## src/rtl/huffman_seq.sv

```systemverilog
// Sequencer for a Huffman tree builder and code generator: starts the builder, reloads and
// strobes the generator, and waits for its table. Optional wait timeout: HUFF_SEQ_TIMEOUT_EN.
module huffman_seq #(
   parameter int START_W = 1,
   parameter int TIMEOUT = 1023
) (
   input  logic        Clk_in,
   input  logic        n_Rst,
   input  logic        Start,
   input  logic        Abort,
   input  logic        Build_done,
   input  logic        Fin,
   output logic        Start_build,
   output logic        n_Rst_code,
   output logic        Start_code,
   output logic        Busy,
   output logic        Done,
   output logic        Err,
   output logic [15:0] Cycles
);

   typedef enum logic [2:0] {IDLE, BUILD, ARM, STRB, WAIT_FIN, DONE} state_t;

   localparam logic [3:0] STRB_LAST = 4'(START_W - 1);

   if (START_W < 1 || START_W > 15) begin : g_bad_start_w
      $error("huffman_seq: START_W must be 1..15");
   end
   if (TIMEOUT < 1 || TIMEOUT > 1023) begin : g_bad_timeout
      $error("huffman_seq: TIMEOUT must be 1..1023");
   end

   state_t      state, state_nxt;
   logic [3:0]  strb_cnt;
   logic        first_q;
   logic        code_rdy_q, code_rdy_nxt;
   logic        accept;
   logic        timeout;
   logic [15:0] cycles_q;

   assign accept = (state == IDLE) && Start;

`ifdef HUFF_SEQ_TIMEOUT_EN
   localparam logic [9:0] TO_LAST = 10'(TIMEOUT - 1);

   logic [9:0] wait_cnt;
   logic       err_q;

   assign timeout = ((state == BUILD) || (state == WAIT_FIN)) && (wait_cnt == TO_LAST);

   // Counter restarts on every state change, so it reads 0 on the first BUILD/WAIT_FIN cycle.
   always_ff @(posedge Clk_in or negedge n_Rst) begin
      if (!n_Rst)
         wait_cnt <= 10'd0;
      else if (state_nxt != state)
         wait_cnt <= 10'd0;
      else if ((state == BUILD) || (state == WAIT_FIN))
         wait_cnt <= wait_cnt + 10'd1;
   end

   always_ff @(posedge Clk_in or negedge n_Rst) begin
      if (!n_Rst)
         err_q <= 1'b0;
      else if (accept)
         err_q <= 1'b0;
      else if (timeout && !Abort)
         err_q <= 1'b1;
   end

   assign Err = err_q;
`else
   assign timeout = 1'b0;
   assign Err     = 1'b0;
`endif

   always_ff @(posedge Clk_in or negedge n_Rst) begin
      if (!n_Rst) begin
         state      <= IDLE;
         first_q    <= 1'b0;
         code_rdy_q <= 1'b0;
      end else begin
         state      <= state_nxt;
         first_q    <= accept;
         code_rdy_q <= code_rdy_nxt;
      end
   end

   always_ff @(posedge Clk_in or negedge n_Rst) begin
      if (!n_Rst)
         strb_cnt <= 4'd0;
      else if (state != STRB)
         strb_cnt <= 4'd0;
      else
         strb_cnt <= strb_cnt + 4'd1;
   end

   always_comb begin
      state_nxt    = state;
      code_rdy_nxt = 1'b0;
      case (state)
         IDLE:     if (Start) state_nxt = BUILD;
         BUILD:    if (Abort) state_nxt = IDLE;
                   else if (Build_done) state_nxt = ARM;
                   else if (timeout) state_nxt = IDLE;
         ARM:      state_nxt = Abort ? IDLE : STRB;
         STRB:     if (Abort) state_nxt = IDLE;
                   else if (strb_cnt == STRB_LAST) state_nxt = WAIT_FIN;
         WAIT_FIN: if (Abort) state_nxt = IDLE;
                   else if (Fin) state_nxt = DONE;
                   else if (timeout) state_nxt = IDLE;
         DONE:     state_nxt = IDLE;
         default:  state_nxt = IDLE;
      endcase
      // Generator stays out of reset after a clean finish; any other way into IDLE holds it in reset.
      case (state_nxt)
         STRB, WAIT_FIN, DONE: code_rdy_nxt = 1'b1;
         IDLE:    code_rdy_nxt = code_rdy_q && ((state == IDLE) || (state == DONE));
         default: code_rdy_nxt = 1'b0;
      endcase
   end

   assign Busy        = (state == BUILD) || (state == ARM) || (state == STRB) || (state == WAIT_FIN);
   assign Done        = (state == DONE);
   assign Start_code  = (state == STRB);
   assign Start_build = (state == BUILD) && first_q;
   assign n_Rst_code  = code_rdy_q;

   always_ff @(posedge Clk_in or negedge n_Rst) begin
      if (!n_Rst)
         cycles_q <= 16'd0;
      else if (accept)
         cycles_q <= 16'd0;
      else if (Busy && (cycles_q != 16'hFFFF))
         cycles_q <= cycles_q + 16'd1;
   end

   assign Cycles = cycles_q;

endmodule

```

## config.mk

```make
export PLATFORM = sky130hd
export DESIGN_NAME = huffman_seq
export DESIGN_NICKNAME = d
export VERILOG_FILES = /design/src/rtl/huffman_seq.sv
export SDC_FILE = /design/constraint.sdc
export NUM_CORES = 1
export LEC_CHECK = 0
export ABC_AREA = 1
export CAP_MARGIN = 30
export CORE_ASPECT_RATIO = 1.2
export CORE_MARGIN = 10
export CORE_UTILIZATION = 43
export DETAILED_ROUTE_END_ITERATION = 6
export DONT_BUFFER_PORTS = 1
export GPL_ROUTABILITY_DRIVEN = 0
export PLACE_DENSITY_LB_ADDON = 0.2
export SLEW_MARGIN = 40
export SYNTH_ARGS = -nofsm -noshare
export SYNTH_HDL_FRONTEND = slang
export SYNTH_SLANG_ARGS = --single-unit
```

## constraint.sdc

```tcl
create_clock -name Clk_in -period 1.5 [get_ports Clk_in]
set_input_delay 0.15 -clock Clk_in [delete_from_list [all_inputs] [get_ports Clk_in]]
set_output_delay 0.15 -clock Clk_in [all_outputs]
set_load 0.01 [all_outputs]
```

==> impl_metrics.py, run 1 <==
metrics = {
    "outcome": {
        "run_status": "finished clean",
    },
    "yosys": {
        "synth_area_sq_um": 1640,
        "syn_avg_cell_area_sq_um": 7.68,
        "synth_fa_ha_area_share_pct": 2.30,
        "synth_compound_gate_area_share_pct": 4.67,
        "synth.area.mux_share_pct": 0,
        "syn_inst": 213,
        "ys_ff_latch": 25,
        "synthDistinctLibCells": 32,
        "yosysSeqAreaShare_pct": 38.3,
        "synth_nets": 222,
        "synth_top_family_by_area": "simple AND/OR/NAND/NOR gates",
        "synthSimpleGateAreaFrac_pct": 39.5,
        "synthXorXnorAreaFrac_pct": 6.50,
        "yosysWarnings": 0,
    },
    "cells_and_area": {
        "final_cell_mix": "54 x nand2_1, 27 x nor2_1, 25 x buf_4, 23 x dfrtp_1, 20 x inv_1",
        "fin_nets": 251,
        "num_antenna_cells": 0,
        "drive_gt1_share_pct": 24.9,
        "syn2layout_area_growth_pct": 21.1,
        "nFillCells": 365,
        "mostFrequentLayoutCell": "nand2_1",
    },
    "worst_setup_path": {
        "crit_fanout": 7,
        "reg2reg_slack_ps": 50,
        "worstPathArrival_ps": 1640,
        "worstReg2RegEnd": "Cycles[4]$_DFFE_PN0P_",
        "r2r.worst_path.cells": 7,
        "crit_path_end_kind": "flip-flop",
        "crit_required_ps": 1690,
        "startpoint_type": "flip-flop",
        "crit_type": "reg2reg",
        "r2r-start": "Cycles[1]$_DFFE_PN0P_",
    },
    "clock_network": {
        "clk_path_buf_depth": 2,
        "root_buffer": "clkbuf_8",
        "cts_tree": "yes",
        "h-tree-depth": 1,
        "cts.sinks": 25,
        "worstSkewPairLatency_ps": 280,
        "cts_buffers": 3,
        "clkSlewWorstSetupHoldPaths_ps": 90,
    },
    "timing": {
        "fin_crit_sh_pct": 96.5,
        "period_needed_ps": 1450,
        "setup_viol": 0,
        "tns_ps": 0,
        "hold_violations": 0,
        "holdWs_ps": 63.6,
        "drv_slew": 0,
        "max_freq_ghz": 0.691,
        "clock_skew_ps": 6.19,
        "rsz0062_at_grt": "yes",
    },
    "power_and_ir_drop": {
        "p_total_mw": 2.67,
        "peakVddDrop_mv": 0.414,
        "power.leakage_nw": 0.965,
        "power_density_nw_per_um2": 1350,
    },
    "floorplanning": {
        "core_area_sq_um": 3660,
        "die_w_um": 76.3,
        "die_h_um": 87.6,
        "design.die.area_sq_um": 6680,
        "ios": 28,
        "start_util_pct": 44.6,
        "row_count": 24,
    },
    "routing": {
        "wl_mm": 4.04,
        "wl_per_cell_um": 13.8,
        "vias_per_cell": 4.86,
        "vias": 1423,
        "drtPass1Iterations": 4,
        "wl_met1_mm": 1.67,
        "drc": 0,
        "postRouteAntennaNets": 0,
        "routed.top_layer": "met4",
        "drt_iter0_drc": 52,
        "wl_met2_mm": 2.05,
        "route.met3.wl_um": 253,
    },
    "global_routing": {
        "antenna_found_initial": 0,
        "grt_pass1_wl_mm": 6.67,
        "track_usage_pct": 12.2,
        "grt_max_degree": 26,
        "grt-ovfl-total": 0,
        "grt_pass1_vias": 1380,
    },
    "placement": {
        "io_buffers": 0,
        "hpwl_mm": 3.03,
    },
    "run": {
        "maxCapViolCount": 0,
    },
    "hold_path": {
        "hold_path.class": "in2reg",
        "min_path_cells": 3,
        "min_to": "state[0]$_DFF_PN0_",
        "min-delay-start": "Abort",
    },
}
## worst max-delay path, stage by stage (launching register included)
cell	delay (ps)
dfrtp_2	400
ha_4	170
nand3_4	100
inv_4	80
nand2_4	50
o21ai_4	210
nand2_4	160
o21ai_0	200
## final cells by class
cell class | instances | area (sq um) | area share (%)
inverter | 24 | 108 | 5.43
clock inverter | 1 | 7.51 | 0.379
sequential | 25 | 628 | 31.7
clock buffer | 3 | 41.3 | 2.08
multi-input combinational | 160 | 902 | 45.5
timing repair inverter | 1 | 11.3 | 0.569
timing repair buffer | 27 | 218 | 11.0
tap | 52 | 65.1 | 3.28
## metal layers
layer	global-route usage, %	up-vias
met2	22.1	28
met4	4.57	0
met1	13.4	655
li1	-	735
met3	3.59	5
met5	0	-
## repair_timing
item,CTS,global route
setup buffers,0,2
hold buffers,2,0
setup endpoints to repair,0,18
endpoints found under the hold margin,25,0
gates resized for setup,0,14
## power by group
| group | total [mW] | switching [mW] | internal [mW] | leakage [nW] |
|---|---|---|---|---|
| clock | 0.416 | 0.228 | 0.189 | 0.0217 |
| sequential | 0.888 | 0.0993 | 0.789 | 0.339 |
| combinational | 1.37 | 0.878 | 0.488 | 0.604 |
| total | 2.67 | 1.20 | 1.47 | 0.965 |
## metrics by stage
step	area (sq um)	worst slack, ps	utilization [%]	cells
after floorplan	1640	5.63	-	213
after global placement	1830	51.8	50.0	284
after detailed placement	1830	38.8	50.0	284
after CTS	1910	20.6	52.2	290
after global routing	1980	-44.5	54.1	293
final	1980	52.3	54.1	293
## cells by family after synthesis
group | Yosys count
adder cells (fa/ha/maj) | 3
buffers and inverters | 28
AND/OR/NAND/NOR | 135
flip-flops | 25
AO/OA/AOI/OAI | 11
XOR/XNOR | 10
other | 1
## worst max-delay path by stage
stage,endpoint,startpoint,cells past startpoint
2_1_floorplan,Cycles[5]$_DFFE_PN0P_,Cycles[0]$_DFFE_PN0P_,10
3_3_place_gp,Cycles[0]$_DFFE_PN0P_,Cycles[1]$_DFFE_PN0P_,8
3_5_place_dp,Cycles[0]$_DFFE_PN0P_,Cycles[0]$_DFFE_PN0P_,8
4_1_cts,Cycles[0]$_DFFE_PN0P_,Cycles[1]$_DFFE_PN0P_,8
5_1_grt,Cycles[14]$_DFFE_PN0P_,Cycles[1]$_DFFE_PN0P_,9
6_report,Cycles[4]$_DFFE_PN0P_,Cycles[1]$_DFFE_PN0P_,7
## state kept, by name, indices dropped and copies added, names as in the netlist
name / cells
state: 3
Cycles: 16
first_q: 1
n_Rst_code: 1
strb_cnt: 4
## synthesized netlist by cell type (all sizes together)
cell type,instances,area share (%)
nand4,13,5.0
a21boi,1,0.46
buf,4,2.7
o21ai,6,2.5
nand3b,1,0.46
nor2,32,8.4
conb,1,0.23
nand2,66,17
clkinv,1,0.31
a21oi,1,0.31
dfrtp,25,38
and2,1,0.38
ha,3,2.3
xnor2,1,0.54
xor2,9,6.0
o21bai,3,1.4
inv,23,5.6
nand3,22,7.8
Power figures use the tool's default switching activity.
==> run 2, diff against run 1 <==
--- a/config.mk
+++ b/config.mk
@@ -11,7 +11,6 @@
 export CORE_MARGIN = 10
 export CORE_UTILIZATION = 43
 export DETAILED_ROUTE_END_ITERATION = 6
-export DONT_BUFFER_PORTS = 1
 export GPL_ROUTABILITY_DRIVEN = 0
 export PLACE_DENSITY_LB_ADDON = 0.2
 export SLEW_MARGIN = 40
==> impl_metrics.py, run 2 (synthesis results as in run 1) <==
metrics = {
    "outcome": {
        "run_status": "complete, but fails checks",
        "violations": "setup timing",
    },
    "cells_and_area": {
        "fin_nets": 277,
        "num_antenna_cells": 0,
        "drive_gt1_share_pct": 22.5,
        "fin_area_sq_um": 2200,
        "largest_register_ffs": 16,
        "syn2layout_area_growth_pct": 34.7,
        "instances_no_fill": 319,
        "final_cell_mix": "55 x nand2_1, 28 x nor2_1, 25 x buf_4, 22 x dfrtp_1",
        "mostFrequentLayoutCell": "nand2_1",
    },
    "worst_setup_path": {
        "crit_required_ps": 1350,
        "critPathSlowestCell": "dfrtp_1",
        "startpoint": "state[0]$_DFF_PN0_",
        "crit_chain": "buf_6 -> nor2_4 -> xor2_4 -> clkdlybuf4s15_1",
        "crit_buf_inv": 2,
        "r2r-start": "state[0]$_DFF_PN0_",
        "crit_fanout": 4,
        "crit_type": "reg2out",
        "slowest_delay_ps": 420,
        "startpoint_type": "flip-flop",
        "critPathTopFamily": "flip-flops",
        "worstPathArrival_ps": 1370,
        "crit_path_end_kind": "output port",
    },
    "power_and_ir_drop": {
        "combPwrFrac_pct": 52.7,
        "p_int_mw": 1.59,
        "power_density_nw_per_um2": 1260,
        "peakVddDrop_mv": 0.417,
        "p_sw_mw": 1.18,
        "p_seq_share_pct": 32.5,
        "power.leakage_nw": 1.19,
        "pwr-share-clk_pct": 14.8,
        "p_sw_share_pct": 42.6,
    },
    "floorplanning": {
        "row_count": 24,
        "die_w_um": 76.3,
        "die_h_um": 87.6,
        "core_area_sq_um": 3660,
        "design.die.area_sq_um": 6680,
        "ios": 28,
        "start_util_pct": 44.6,
    },
    "timing": {
        "clock_skew_ps": 7.05,
        "drv_slew": 0,
        "fin_crit_sh_pct": 102,
        "hold_violations": 0,
        "rsz0062_at_grt": "yes",
        "period_needed_ps": 1520,
        "setup_viol": 1,
        "max_freq_ghz": 0.656,
        "fin_ws_ps": -23.8,
    },
    "clock_network": {
        "worstSkewPairLatency_ps": 270,
        "clkSlewWorstSetupHoldPaths_ps": 90,
        "cts.sinks": 25,
        "cts_tree": "yes",
        "cts_hold_buf": 0,
        "cts_buffers": 3,
        "h-tree-depth": 1,
        "root_buffer": "clkbuf_8",
        "clk_path_buf_depth": 2,
    },
    "hold_path": {
        "hold_path.class": "in2async",
    },
    "placement": {
        "pre_cts_ws_ps": 40.5,
        "hpwl_mm": 2.99,
        "placedCellCount": 311,
        "post_dp_cell_area_sq_um": 2100,
        "io_buffers": 26,
    },
    "global_routing": {
        "antenna_found_initial": 0,
        "grt_max_degree": 26,
        "grt_pass1_vias": 1512,
        "grt-ovfl-total": 0,
        "track_usage_pct": 12.0,
        "grt_pass1_wl_mm": 6.73,
    },
    "routing": {
        "wl_per_cell_um": 12.6,
        "wl_mm": 4.00,
        "drc": 0,
        "drt_iter0_drc": 62,
        "vias_per_cell": 4.75,
        "vias": 1514,
        "drtPass1Iterations": 4,
        "postRouteAntennaNets": 0,
    },
    "run": {
        "maxCapViolCount": 0,
    },
}
## run 2: cell count changes in the layout (fill, tap and decap cells not counted), sizes merged
| cell | before | now |
|---|---|---|
| clkinvlp | 1 | 0 |
| dlygate4sd3 | 1 | 0 |
| inv | 24 | 23 |
| clkdlybuf4s50 | 0 | 13 |
| clkbuf | 3 | 4 |
| dlymetal6s2s | 0 | 6 |
| buf | 26 | 28 |
| clkdlybuf4s15 | 0 | 1 |
| dlygate4sd2 | 0 | 5 |
| clkinv | 1 | 2 |
## run 2: power by group through the flow
| stage | Clock [mW] | Combinational [mW] | Sequential, mW |
|---|---|---|---|
| global placement | 0 | 1.38 | 0.912 |
| floorplan | 0 | 0.852 | 0.969 |
| finish | 0.410 | 1.46 | 0.899 |
| CTS | 0.423 | 1.40 | 0.894 |
| global route | 0.446 | 1.59 | 0.917 |
| detailed placement | 0 | 1.40 | 0.909 |
## run 2: cell type report
| class | instances | area (sq um) |
|---|---|---|
| timing repair buffer | 54 | 485 |
| tap | 52 | 65.1 |
| clock buffer | 3 | 41.3 |
| multi-input combinational | 160 | 875 |
| fill | 344 | 1460 |
| inverter | 24 | 101 |
| clock inverter | 1 | 5.00 |
| sequential | 25 | 629 |
## run 2: routing by layer
metal / vias up / track usage, % / wire length (um)
met5: - / 0 / 0
met4: 0 / 4.91 / 68
met3: 6 / 3.48 / 190
met2: 28 / 21.6 / 2010
met1: 690 / 13.1 / 1740
li1: 790 / - / -
## run 2: worst paths after layout
| path | end | slack [ps] | cells past startpoint |
|---|---|---|---|
| max in group asynchronous | state[1]$_DFF_PN0_ | 980 | 2 |
| setup / recovery | Busy | -20 | 4 |
| hold reg to reg | strb_cnt[0]$_DFF_PN0_ | 500 | 1 |
| setup reg to reg | Cycles[7]$_DFFE_PN0P_ | 20 | 9 |
| min in group Clk_in | strb_cnt[0]$_DFF_PN0_ | 500 | 1 |
| hold / removal | strb_cnt[2]$_DFF_PN0_ | 240 | 2 |
## run 2: timing repair
action | CTS | global route
pin swaps | 1 | 0
gates resized for setup | 10 | 14
setup buffers | 3 | 1
setup endpoints to repair | 10 | 25
## run 2: per-stage QoR
stage	power, mW	hold WS, ps	setup TNS, ps	util [%]
after floorplan	1.82	-146	0	-
after global placement	2.29	477	0	57.3
after detailed placement	2.31	497	0	57.3
after CTS	2.72	252	-64.1	59.1
after global routing	2.95	290	-819	60.1
final	2.77	239	-23.8	60.1
